### config.mk
export PLATFORM = sky130hd
export DESIGN_NAME = v2_queue_ctrl
export DESIGN_NICKNAME = d
export VERILOG_FILES = /design/src/rtl/v2_queue_ctrl.sv
export SDC_FILE = /design/constraint.sdc
export NUM_CORES = 1
export LEC_CHECK = 0
export CAP_MARGIN = 20
export CORE_AREA = 2 2 91 93
export CTS_BUF_LIST = sky130_fd_sc_hd__clkbuf_8
export CTS_CLUSTER_DIAMETER = 80
export CTS_CLUSTER_SIZE = 10
export DETAILED_ROUTE_END_ITERATION = 8
export DIE_AREA = 0 0 93 95
export MAX_ROUTING_LAYER = met4
export PLACE_DENSITY = 0.77
export RECOVER_POWER = 100
export SLEW_MARGIN = 15
export SYNTH_ARGS = -nofsm -noshare
export SYNTH_HDL_FRONTEND = slang
export SYNTH_SLANG_ARGS = --single-unit
### constraint.sdc
create_clock -name clk -period 4.2 [get_ports clk]
set_input_delay 0.84 -clock clk [delete_from_list [all_inputs] [get_ports clk]]
set_output_delay 0.84 -clock clk [all_outputs]
set_load 0.005 [all_outputs]
### src/rtl/v2_queue_ctrl.sv
// ---------------------------------------------------------------------------
// v2_queue_ctrl
//
// Control unit for the v2 shift-register FIFO datapath. Terminates a val/rdy
// enqueue port and a val/rdy dequeue port, keeps the occupancy count, and
// each cycle produces the per-entry write strobes and shift codes that the
// register collection consumes. Entry 0 is the head; dequeue data is taken
// from head_data (the datapath's entry-0 output).
//
// Optional feature:
//   V2_QUEUE_CTRL_BYPASS_EN - when defined, an empty queue passes enq_msg
//   straight to deq_msg; a message consumed that way is never written into
//   the datapath and count stays 0.
//
// Parameters:
//   p_depth     number of datapath entries
//   p_idwidth   entry index width ($clog2(p_depth))
//   p_bitwidth  message width
//
// Ports:
//   clk, rst     clock, synchronous active-high reset
//   flush        synchronous clear of occupancy (handshakes that cycle are lost)
//   enq_val/rdy  enqueue handshake, enq_msg enqueue data
//   deq_val/rdy  dequeue handshake, deq_msg head data
//   head_data    datapath entry-0 contents
//   wr_data      per-entry write strobe (priority over shift_en)
//   wr_data_in   write data to datapath (= enq_msg)
//   shift_en     per-entry 2-bit shift code, entry i at [2i+1:2i]
//                00 hold, 01 load from i-1 (never issued), 10 load from i+1
//   count        current occupancy
// ---------------------------------------------------------------------------
module v2_queue_ctrl #(
  parameter int p_depth    = 32,
  parameter int p_idwidth  = $clog2(p_depth),
  parameter int p_bitwidth = 32
) (
  input  logic                    clk,
  input  logic                    rst,
  input  logic                    flush,
  input  logic                    enq_val,
  output logic                    enq_rdy,
  input  logic [p_bitwidth-1:0]   enq_msg,
  output logic                    deq_val,
  input  logic                    deq_rdy,
  output logic [p_bitwidth-1:0]   deq_msg,
  input  logic [p_bitwidth-1:0]   head_data,
  output logic [p_depth-1:0]      wr_data,
  output logic [p_bitwidth-1:0]   wr_data_in,
  output logic [2*p_depth-1:0]    shift_en,
  output logic [p_idwidth:0]      count
);

  typedef logic [p_idwidth:0] cnt_t;

  localparam cnt_t       DEPTH_C = cnt_t'(p_depth);
  localparam cnt_t       ONE_C   = cnt_t'(1);
  // The forward code (01) is reserved for later operations, so only hold
  // and reverse are ever produced here.
  localparam logic [1:0] SH_HOLD = 2'b00;
  localparam logic [1:0] SH_REV  = 2'b10;

  // Occupancy classification; purely a decode of count, not extra state.
  typedef enum logic [1:0] {
    OCC_EMPTY   = 2'd0,
    OCC_PARTIAL = 2'd1,
    OCC_FULL    = 2'd2
  } occ_e;

  cnt_t count_p0;
  cnt_t count_nxt;
  occ_e occ;

  logic enq_fire;
  logic deq_fire;
  logic bypass_fire;
  logic do_enq;
  logic do_deq;
  logic do_both;

  always_comb begin
    occ = OCC_PARTIAL;
    if (count_p0 == '0) begin
      occ = OCC_EMPTY;
    end else if (count_p0 == DEPTH_C) begin
      occ = OCC_FULL;
    end
  end

  // enq_rdy depends only on occupancy, never on deq_rdy, so a full queue
  // refuses an enqueue even when the consumer is draining that cycle.
  assign enq_rdy    = !rst && (occ != OCC_FULL);
  assign wr_data_in = enq_msg;
  assign count      = count_p0;

`ifdef V2_QUEUE_CTRL_BYPASS_EN
  assign deq_val     = !rst && ((occ != OCC_EMPTY) || enq_val);
  assign deq_msg     = (occ == OCC_EMPTY) ? enq_msg : head_data;
  // Message goes straight through: it must not be written or counted.
  assign bypass_fire = (occ == OCC_EMPTY) && enq_fire && deq_fire;
`else
  assign deq_val     = !rst && (occ != OCC_EMPTY);
  assign deq_msg     = head_data;
  assign bypass_fire = 1'b0;
`endif

  assign enq_fire = enq_val && enq_rdy;
  assign deq_fire = deq_val && deq_rdy;

  // An empty-queue dequeue only exists as a bypass, which always pairs with
  // an enqueue, so do_deq implies count >= 1.
  assign do_enq  = enq_fire && !deq_fire;
  assign do_deq  = deq_fire && !enq_fire;
  assign do_both = enq_fire && deq_fire && !bypass_fire;

  // Datapath strobes. On dequeue every live entry above the head moves one
  // place toward entry 0; on a simultaneous enqueue the new message lands in
  // the slot vacated at the tail (k-1). A dequeue-only leaves entry k-1
  // stale rather than clearing it.
  always_comb begin
    wr_data  = '0;
    shift_en = {p_depth{SH_HOLD}};
    if (!flush) begin
      for (int i = 0; i < p_depth; i++) begin
        if (do_enq && (count_p0 == cnt_t'(i))) begin
          wr_data[i] = 1'b1;
        end
        if ((do_deq || do_both) && ((cnt_t'(i) + ONE_C) < count_p0)) begin
          shift_en[2*i +: 2] = SH_REV;
        end
        if (do_both && ((cnt_t'(i) + ONE_C) == count_p0)) begin
          wr_data[i] = 1'b1;
        end
      end
    end
  end

  // No saturation: the handshake already prevents overflow and underflow.
  always_comb begin
    count_nxt = count_p0;
    if (flush) begin
      count_nxt = '0;
    end else if (do_enq) begin
      count_nxt = count_p0 + ONE_C;
    end else if (do_deq) begin
      count_nxt = count_p0 - ONE_C;
    end
  end

  // ---- stage p0: occupancy register ----
  always_ff @(posedge clk) begin
    if (rst) begin
      count_p0 <= '0;
    end else begin
      count_p0 <= count_nxt;
    end
  end

endmodule

==> metrics.csv <==
metric,value,unit
Nets,398,
routed len/inst,16.7,um
CTS Hold Bufs,0,
ant diodes,0,
max FFs per register,6,
Post-DP HPWL,5.56,mm
CP startpoint kind,flip-flop,
power share of the clock group,0.270,
worst-margin pin slew,0.666,ns
most area-hungry cell type in the Yosys netlist,buf_4,
Simple-Gate Fraction of Synth Area,0.281,
Worst-Skew Late Latency,0.22,ns
Total Routing Usage GR,0.151,
Layout fillers,854,
Clock Skews,0.00636,ns
Post-synth top cells,"buf_4 (96), nor2_1 (66), a21oi_1 (23)",
critical path class,reg2out,
Pre-antenna DRT Iters,4,
"FFs w/ async S/R, synth",0,
Switching Share,0.412,
Int Power,0.188,mW
Post-synth EDFFs,0,
GPL Wtd Cong,0.881,
post-route ant nets,0,
FF-to-FF path depth,13,
Initial Util,0.244,
Post-Route WL,7.08,mm
worst hold-check path type,reg2reg,
Sink Count,6,
status,"complete, no violations",
die height,95,um
final setup fails,0,
Area after DPL,2250,sq um
sequential cell area fraction in the yosys report,0.0620,
Layout area overhead,19.2,%
CTS buffer count,3,
Critical Path RT,3.36,ns
number of placed instances with taps included,420,
post-synthesis cell area,1940,sq um
DRT iter0 DRCs,173,
#FFs+latches synth,6,
"Power, Total",0.320,mW
Row Count,33,
first-pass GRT wire length,9.96,mm
largest net degree at the start of global routing,33,
Clock Pin Slew Worst Setup and Hold Paths,0.04,ns
Achievable Freq,247,MHz
multiplexer area fraction after synthesis,0,
crit end category,primary output,
port buffer count,76,
period utilization,0.962,
largest family of logic cells by synthesized area,buffers and inverters,
final core occ,0.292,
reg2reg setup slack,1.36,ns
Slew headroom,0.552,
combinational power share,0.520,
Synth Flop Type,dfxtp_1,
"Slew Viols, Final",0,
die area,8840,sq um
Root Buffer,clkbuf_8,
Hold Crit Depth,3,
initial antenna violation count,0,
Synth warnings,0,
"Max FO, Critical Path",10,
TritonCTS clock tree,built,
layout cells sized above 1,0.0784,
"non-filler cells, final",424,
vias in the first global route,1779,
via count,1965,
Sequential Power Share,0.210,
leakage power,0.844,nW
Post-Syn Instances,310,
design area,2310,sq um
"top cells by area, synth","buf_4 (37%), nor2_1 (13%), dfxtp_1 (6.2%), a21oi_1 (5.9%), ha_1 (5.2%)",
"Data arrival, critical path",3.20,ns
post-synth cell types,37,
"Min Clock Period, post-route",4.04,ns
XOR/XNOR Fraction of Synth Area,0.0226,
switching power,0.132,mW
H-tree levels,1,
Core ar.,7930,sq um
register area,120,sq um
routed vias/inst,4.63,
max-cap violations,0,
drc violations,0,
area of the multi-input gates,1120,sq um
syn_area_per_cell,6.25,sq um
IO Count,237,
CTS Buffer Depth,2,
final hold violations,0,
top-count cell post-synth,buf_4,
Cell Pwr Density,139,nW/um^2
grt total ovfl,0,
Yosys top cell area share,0.372,
adder-cell share of the synthesized area,0.0516,
Max VDD drop,0.0846,mV
Die Width,93,um
Synth Area in Compound Gates,0.148,
-- layout make-up --
class / instances / area share
multi-input cells: 212 / 0.487
well taps: 105 / 0.0568
clock buffers: 3 / 0.0179
inverters: 6 / 0.00975
flip-flops and latches: 6 / 0.0520
repair buffers: 92 / 0.377
-- cell families (layout without fill, tap and decap cells) --
| family | count (synthesis) | count (layout) |
|---|---|---|
| adder cells (fa/ha/maj) | 8 | 8 |
| AND/OR/NAND/NOR | 119 | 119 |
| AO/OA/AOI/OAI | 48 | 48 |
| flip-flops | 6 | 6 |
| buffers and inverters | 123 | 101 |
| XOR/XNOR | 5 | 5 |
| other | 1 | 32 |
-- worst paths after layout --
kind,from,end
hold / removal,count[5],count[5]
setup reg to reg,count[1],count[4]
setup / recovery,count[1],wr_data[13]
hold reg to reg,count[5],count[5]
-- worst max-delay path, stage by stage (launching register included) --
cell and delay [ns]:
dfxtp_1 0.31, inv_1 0.14, ha_1 0.25, nand2b_4 0.08, nor4_2 0.20, clkbuf_4 0.21, nor2_1 0.05, and2_1 0.18
ha_1 0.23, buf_4 0.18, inv_1 0.09, nor3_2 0.05, a32oi_2 0.33, nor2_1 0.08, dlygate4sd3_1 0.58
-- metrics by stage --
step                      setup slack, ns  hold slack (ns)  TNS [ns]
final                               0.158            0.743         0
after global routing              -0.0167            0.788   -0.0167
after CTS                          0.0597            0.668         0
after detailed placement            0.146            0.657         0
after global placement              0.202            0.638         0
after floorplan                     0.664            0.599         0
-- power by group through the flow --
stage | sequential (mW) | clock [mW] | combinational, mW
floorplan | 0.0674 | 0 | 0.173
global route | 0.0677 | 0.0918 | 0.185
finish | 0.0673 | 0.0865 | 0.166
global placement | 0.0676 | 0 | 0.164
detailed placement | 0.0678 | 0 | 0.164
CTS | 0.0669 | 0.0905 | 0.164
-- repair_timing --
item	in CTS	in global routing
gates resized for setup	0	9
buffers inserted	0	1
endpoints found under the setup margin	0	26
-- metal layers --
layer | global-route usage | part of all wire | wire length [um]
met1 | 0.153 | 0.35 | 2510
met2 | 0.264 | 0.51 | 3580
met3 | 0.0455 | 0.095 | 675
met4 | 0.0784 | 0.044 | 314
met5 | - | 0 | 0
-- layout by cell type, fill, tap and decap left out, types with 2 or more instances in the layout --
cell type         n
clkbuf_1          2
conb_1           32
nand2_1          11
a21boi_0          2
xnor2_1           3
or2_2             2
nand2b_1          4
or3_1             4
a21oi_1          23
nand4_1           2
buf_4            14
clkbuf_8          3
dlygate4sd3_1    11
dfxtp_1           6
nor2b_1           4
nand3_1           3
o21ai_0           6
and2_1            3
ha_1              8
xor2_1            2
a31oi_1           4
a32oi_1           3
a22oi_1           3
o21bai_1          2
nor2_1           65
o21a_1            2
nor3_1            9
nor4_1            2
inv_1             6
clkdlybuf4s50_1  64
(Power assumes the default switching activity.)
